==> src/rtl/vga_pkg.sv <==
// vga_pkg: VGA timing defaults shared with the display generator, receiver FSM states,
// RGB packing widths and CRC-16-CCITT constants.
package vga_pkg;
   localparam int HPIXELS     = 800;
   localparam int VLINES      = 431;
   localparam int HPULSE      = 96;
   localparam int VPULSE      = 2;
   localparam int HBP         = 144;
   localparam int HFP         = 784;
   localparam int VBP         = 31;
   localparam int VFP         = 391;
   localparam int LOCK_FRAMES = 2;
   localparam int CW          = 10;
   localparam int RW          = 3;
   localparam int GW          = 3;
   localparam int BW          = 2;
   localparam int PW          = RW + GW + BW;
   localparam logic [15:0] CRC_POLY = 16'h1021;
   localparam logic [15:0] CRC_INIT = 16'hFFFF;
   typedef enum logic [1:0] {SEARCH, TRAIN, LOCKED} state_t;
   function automatic logic [15:0] crc16_byte(input logic [15:0] c, input logic [7:0] d);
      logic [15:0] r;
      r = c ^ {d, 8'h00};
      for (int i = 0; i < 8; i++) r = r[15] ? {r[14:0], 1'b0} ^ CRC_POLY : {r[14:0], 1'b0};
      return r;
   endfunction
endpackage

==> src/rtl/vga_sync_edge.sv <==
// vga_sync_edge: registers one sync input, flags fall/rise and counts ticks since the last fall.
module vga_sync_edge
   import vga_pkg::*;
#(
   parameter int W = CW
) (
   input  logic         clk,
   input  logic         rst,
   input  logic         i_sync,
   input  logic         i_tick,
   output logic         o_fall,
   output logic         o_rise,
   output logic [W-1:0] o_cnt,
   output logic [W-1:0] o_cnt_nxt
);
   logic r_cur, r_prev;
   logic [W-1:0] r_cnt;
   always_ff @(posedge clk)
      if (rst) begin
         r_cur  <= 1'b1;
         r_prev <= 1'b1;
         r_cnt  <= '0;
      end else begin
         r_cur  <= i_sync;
         r_prev <= r_cur;
         r_cnt  <= o_cnt_nxt;
      end
   assign o_fall    = r_prev & ~r_cur;
   assign o_rise    = ~r_prev & r_cur;
   assign o_cnt     = r_cnt;
   // o_cnt_nxt is aligned with the registered sample, o_cnt with the one before it
   assign o_cnt_nxt = o_fall ? '0 : (i_tick && ~&r_cnt) ? r_cnt + 1'b1 : r_cnt;
endmodule

==> src/rtl/vga_sync_receiver.sv <==
// vga_sync_receiver: recovers pixel position/colour from a VGA sync stream and tracks timing lock.
// Defining VGA_RX_CRC_EN adds a per-frame CRC-16-CCITT of the active pixels.
module vga_sync_receiver #(
   parameter int HPIXELS     = vga_pkg::HPIXELS,
   parameter int VLINES      = vga_pkg::VLINES,
   parameter int HPULSE      = vga_pkg::HPULSE,
   parameter int VPULSE      = vga_pkg::VPULSE,
   parameter int HBP         = vga_pkg::HBP,
   parameter int HFP         = vga_pkg::HFP,
   parameter int VBP         = vga_pkg::VBP,
   parameter int VFP         = vga_pkg::VFP,
   parameter int LOCK_FRAMES = vga_pkg::LOCK_FRAMES
) (
   input  logic        dclk,
   input  logic        rst,
   input  logic        hsync,
   input  logic        vsync,
   input  logic [2:0]  red,
   input  logic [2:0]  green,
   input  logic [2:0]  blue,
   output logic [9:0]  pix_x,
   output logic [9:0]  pix_y,
   output logic [7:0]  pix_rgb,
   output logic        pix_valid,
   output logic        frame_start,
   output logic        locked,
   output logic        err_hline,
   output logic        err_vframe,
   output logic [7:0]  err_count
`ifdef VGA_RX_CRC_EN
   ,
   output logic [15:0] frame_crc,
   output logic        frame_crc_valid
`endif
);
   import vga_pkg::*;
   localparam logic [CW-1:0] H_END = CW'(HPIXELS - 1);
   localparam logic [CW-1:0] H_PW  = CW'(HPULSE - 1);
   localparam logic [CW-1:0] V_END = CW'(VLINES - 1);
   localparam logic [CW-1:0] V_PW  = CW'(VPULSE - 1);
   localparam logic [CW-1:0] H_BP  = CW'(HBP);
   localparam logic [CW-1:0] H_FP  = CW'(HFP);
   localparam logic [CW-1:0] V_BP  = CW'(VBP);
   localparam logic [CW-1:0] V_FP  = CW'(VFP);
   localparam logic [3:0] GOOD_LOCK = 4'(LOCK_FRAMES);
   logic w_hfall, w_hrise, w_vfall, w_vrise, w_chk, w_err_h, w_err_v, w_err, w_act;
   logic [CW-1:0] w_hc, w_hcq, w_vc, w_vcq;
   logic [PW-1:0] r_rgb;
   logic r_hchk, r_ferr;
   logic [3:0] r_good, w_good;
   state_t r_state, w_state;
   logic w_unused_blue;
   assign w_unused_blue = blue[2];
   vga_sync_edge u_h (
      .clk(dclk), .rst(rst), .i_sync(hsync), .i_tick(1'b1),
      .o_fall(w_hfall), .o_rise(w_hrise), .o_cnt(w_hcq), .o_cnt_nxt(w_hc)
   );
   vga_sync_edge u_v (
      .clk(dclk), .rst(rst), .i_sync(vsync), .i_tick(w_hfall),
      .o_fall(w_vfall), .o_rise(w_vrise), .o_cnt(w_vcq), .o_cnt_nxt(w_vc)
   );
   // no timing checks while searching; line checks also wait for one hsync fall after it
   assign w_chk   = r_state != SEARCH;
   assign w_err_h = w_chk && r_hchk && ((w_hfall && w_hcq != H_END) || (w_hrise && w_hcq != H_PW));
   assign w_err_v = w_chk && ((w_vfall && (!w_hfall || w_vcq != V_END)) || (w_vrise && w_vcq != V_PW));
   assign w_err   = w_err_h | w_err_v;
   assign w_act   = r_state == LOCKED && w_hc >= H_BP && w_hc < H_FP && w_vc >= V_BP && w_vc < V_FP;
   always_comb begin
      w_state = r_state;
      w_good  = r_good;
      case (r_state)
         SEARCH: if (w_vfall) begin
            w_state = TRAIN;
            w_good  = '0;
         end
         TRAIN: if (w_vfall) begin
            w_good = (r_ferr || w_err) ? '0 : r_good + 1'b1;
            if (w_good == GOOD_LOCK) begin
               w_state = LOCKED;
               w_good  = '0;
            end
         end
         LOCKED: if (w_err) begin
            w_state = TRAIN;
            w_good  = '0;
         end
         default: w_state = SEARCH;
      endcase
   end
   always_ff @(posedge dclk)
      if (rst) begin
         r_state     <= SEARCH;
         r_good      <= '0;
         r_hchk      <= 1'b0;
         r_ferr      <= 1'b0;
         r_rgb       <= '0;
         locked      <= 1'b0;
         frame_start <= 1'b0;
         err_hline   <= 1'b0;
         err_vframe  <= 1'b0;
         err_count   <= '0;
         pix_valid   <= 1'b0;
         pix_x       <= '0;
         pix_y       <= '0;
         pix_rgb     <= '0;
      end else begin
         r_state     <= w_state;
         r_good      <= w_good;
         r_hchk      <= w_chk && (r_hchk || w_hfall);
         r_ferr      <= !w_vfall && (r_ferr || w_err);
         r_rgb       <= {red, green, blue[BW-1:0]};
         locked      <= r_state == LOCKED;
         frame_start <= w_vfall;
         err_hline   <= w_err_h;
         err_vframe  <= w_err_v;
         err_count   <= (w_err && ~&err_count) ? err_count + 8'd1 : err_count;
         pix_valid   <= w_act;
         pix_x       <= w_act ? w_hc - H_BP : '0;
         pix_y       <= w_act ? w_vc - V_BP : '0;
         pix_rgb     <= w_act ? r_rgb : '0;
      end
`ifdef VGA_RX_CRC_EN
   logic [15:0] r_crc;
   always_ff @(posedge dclk)
      if (rst) begin
         r_crc           <= CRC_INIT;
         frame_crc       <= '0;
         frame_crc_valid <= 1'b0;
      end else begin
         frame_crc_valid <= frame_start && locked;
         if (frame_start && locked) frame_crc <= r_crc;
         r_crc <= frame_start ? CRC_INIT : pix_valid ? crc16_byte(r_crc, pix_rgb) : r_crc;
      end
`endif
endmodule

==> config.mk <==
export PLATFORM = sky130hd
export DESIGN_NAME = vga_sync_receiver
export DESIGN_NICKNAME = d
export VERILOG_FILES = /design/src/rtl/vga_pkg.sv /design/src/rtl/vga_sync_edge.sv /design/src/rtl/vga_sync_receiver.sv
export SDC_FILE = /design/constraint.sdc
export NUM_CORES = 1
export LEC_CHECK = 0
export ABC_AREA = 1
export BUFFER_PORTS_ARGS = -buffer_cell sky130_fd_sc_hd__buf_2
export CAP_MARGIN = 5
export CORE_MARGIN = 1.5
export CORE_UTILIZATION = 40
export DETAILED_ROUTE_END_ITERATION = 16
export PLACE_DENSITY = 0.63
export SLEW_MARGIN = 20
export SYNTH_ARGS = -nofsm -noshare
export SYNTH_HDL_FRONTEND = slang
export SYNTH_HIERARCHICAL = 1
export SYNTH_SLANG_ARGS = --single-unit
==> constraint.sdc <==
create_clock -name dclk -period 2.3 [get_ports dclk]
set_input_delay 0.115 -clock dclk [delete_from_list [all_inputs] [get_ports dclk]]
set_output_delay 0.115 -clock dclk [all_outputs]
set_load 0.1 [all_outputs]
==> flow_summary_export.csv <==
group,metric,value,unit
power_and_ir_drop,internal-power,2.10,mW
sta,setup_violations,28,
yosys,yosys-top-cells-area,"dfxtp_1, inv_1, nand2_1",
cts,cts_buffers,9,
worst_setup_path,critical-path-max-stage-delay,0.36,ns
grt,grt_max_degree,29,
power_and_ir_drop,clkPwrFrac,0.395,
yosys,syn_area_per_cell,7.27,µm²
yosys,yosysWarnings,6,
grt,overflow,0,
sta,layout_setup_ws,-0.148,ns
worst_setup_path,crit_chain,"ha_4, nand2_4, nor2_4, nand3_4, buf_8, buf_6, nand2_4, nand2_2, nand3_2, inv_2, nand2_2, nor2_2, or2_4, nor3_4, o21ai_2, nand2_4, clkbuf_16, a21oi_2",
sta,finalMaxSlewViolations,0,
yosys,async_flop_share,0,
final_layout,nNetsFinal,737,
detailed_routing,postRouteAntennaNets,0,
cts,clock_latency,0.35,ns
final_layout,seqCellArea,0.00163,mm²
cts,cts_tree,"yes",
detailed_routing,drtIter0Drc,122,
placement,placed_cell_area,0.00500,mm²
worst_setup_path,cp_common_cell,"nand2_4",
worst_setup_path,cp_max_fo,8,
floorplan,ioPinCount,54,
min_path,hold_class,"in -> reg",
yosys,yosysTopAreaCellShare,0.401,
final_layout,final_area,0.00575,mm²
yosys,synth-edff-count,0,
grt,grt_use_total,0.180,
grt,grt_pass1_wl,16.0,mm
sta,fmax,408,MHz
yosys,synth_area,0.00404,mm²
sta,clock_skew,0.0102,ns
floorplan,fp.dieArea,0.0107,mm²
final_layout,final_util,0.589,
sta,hold_ws,0.159,ns
yosys,yosys.area.top_type,"dfxtp_1",
final_layout,multiInputGateArea,0.00217,mm²
cts,cts_sinks,81,
grt,grt_pass1_vias,3605,
detailed_routing,wire_per_inst,11.5,µm
grt,antenna_found_initial,0,
worst_setup_path,cp.required,2.54,ns
detailed_routing,wl,9.81,mm
power_and_ir_drop,p_leak,2.86,nW
worst_setup_path,crit_arrival,2.69,ns
floorplan,dieWidth,104,µm
worst_setup_path,cp_slowest_cell,"dfxtp_2",
yosys,synthCells,556,
power_and_ir_drop,p_comb_frac,0.090,
yosys,synth_flop_cell,"dfxtp_1",
run_status,outcome,"complete, but fails checks",
power_and_ir_drop,ir_drop,0.315,mV
cts,clock_path_buffers,2,
floorplan,die_h,104,µm
final_layout,fillerInstances,870,
floorplan,start_util,0.414,
final_layout,fin_cells,854,
sta,fin_crit,2.45,ns
power_and_ir_drop,power_switching,0.705,mW
cts,clock_tree.root_cell,"clkbuf_8",
sta,setup_tns,-3.49,ns
worst_setup_path,path_class,"reg -> reg",
floorplan,rows,36,
placement,place_hpwl,6.82,mm
yosys,ys_ff_latch,81,
yosys,yosysMostFrequentCell,"inv_1",
power_and_ir_drop,p_sw_frac,0.252,
cts,cts.htree.levels,3,
power_and_ir_drop,pwr-share-seq,0.515,
sta,hold_violations,0,
sta,post-route-period-util,1.06,
yosys,synth_common_cells,"inv_1, nand2_1, dfxtp_1, nor2_1, nand3_1",
yosys,yosysSeqAreaShare,0.401,
placement,place.gp.congestion,0.817,
floorplan,core,0.00977,mm²
sta,grt_setup_unrepaired,"true",
final_layout,drive_gt1_frac,0.424,
worst_setup_path,startpoint_type,"flop",
power_and_ir_drop,power.total,2.80,mW
detailed_routing,dr.pass1.iters,4,
placement,portBuffers,52,
placement,dp_cells,804,
job,max-cap-violations,0,
final_layout,n_antenna_cell,0,
detailed_routing,num_vias,3839,
final_layout,area_growth,42.3,%
detailed_routing,vias_per_cell,4.50,
yosys,synth_cell_types,39,
placement,post-place-ws,-0.118,ns
detailed_routing,drc,0,
run_status,violations,"negative setup slack",
worst_setup_path,end_kind,"flop",
cts,path_clk_slew,0.08,ns
power_and_ir_drop,power_density,487,mW/mm²
[cells by family (layout without fill, tap and decap cells)]
group | after synthesis | count (layout) | share of synthesized area
xor+xnor | 5 | 5 | 0.0108
other cells | 1 | 6 | 0.000927
compound gates | 40 | 40 | 0.0551
fa+ha+maj | 7 | 7 | 0.0217
buf+inv | 128 | 288 | 0.124
flops | 81 | 81 | 0.401
simple gates | 294 | 294 | 0.386
[worst max-delay path: cells and delay by family, from the launching register on]
family / cells / cell delay, ns
simple gates: 11 / 1.18
fa+ha+maj: 1 / 0.15
flops: 1 / 0.36
compound gates: 2 / 0.14
buf+inv: 4 / 0.50
[what timing repair did]
action,in CTS,in global routing
hold buffers,10,0
endpoints found under the hold margin,10,0
endpoints found under the setup margin,28,35
cloned,0,1
pin swaps,2,24
setup buffers,6,20
resized for setup,26,51
[placed cells by master (no fill, tap or decap), types with 17 or more instances in the layout]
cell type	instances
a21oi_1	17
dfxtp_1	73
inv_2	17
nand2_2	19
buf_4	79
nor2_1	64
inv_1	97
buf_2	52
nand3_2	25
nand2_1	82
nand3_1	28
nor2_2	25
[routing by layer]
metal / global-route usage / wire length, µm
met2: 0.325 / 5190
met3: 0.0283 / 215
met1: 0.218 / 4290
met5: 0 / 0
met4: 0.0595 / 106
[area by class of cell]
type,instances,area share
multi-input combinational,352,0.377
sequential,81,0.284
clock buffer,10,0.0259
tap,133,0.0289
clock inverter,5,0.0107
timing repair buffer,153,0.194
inverter,120,0.0800
[power groups by stage]
stage,sequential [mW],clock [mW],combinational (mW)
after global placement,1.47,0,0.203
after global routing,1.45,1.20,0.279
after detailed placement,1.47,0,0.209
after CTS,1.44,1.14,0.231
after floorplan,1.49,0,0.114
final,1.44,1.11,0.251
[flip-flops by register name (all words and copies together) (netlist names)]
signal / cells
frame_start: 1
u_v/r_prev: 1
u_v/r_cur: 1
err_vframe: 1
u_h/r_cur: 1
pix_rgb: 8
pix_valid: 1
r_rgb: 8
r_hchk: 1
u_h/o_cnt: 10
r_state: 2
u_h/r_prev: 1
r_ferr: 1
err_count: 8
pix_y: 10
err_hline: 1
u_v/o_cnt: 10
pix_x: 10
r_good: 4
locked: 1
[worst paths after layout]
kind | start | to | slack, ns | cells after the start
min reg2reg | r_rgb[4]$_SDFF_PP0_ | pix_rgb[4]$_SDFF_PP0_ | 0.42 | 2
max | u_v/o_cnt[1]$_SDFF_PP0_ | pix_x[9]$_SDFF_PP0_ | -0.15 | 18
min | rst | u_v/o_cnt[7]$_SDFF_PP0_ | 0.16 | 2
max reg2reg | u_v/o_cnt[1]$_SDFF_PP0_ | pix_x[9]$_SDFF_PP0_ | -0.15 | 18
Power figures use the tool's default switching activity.
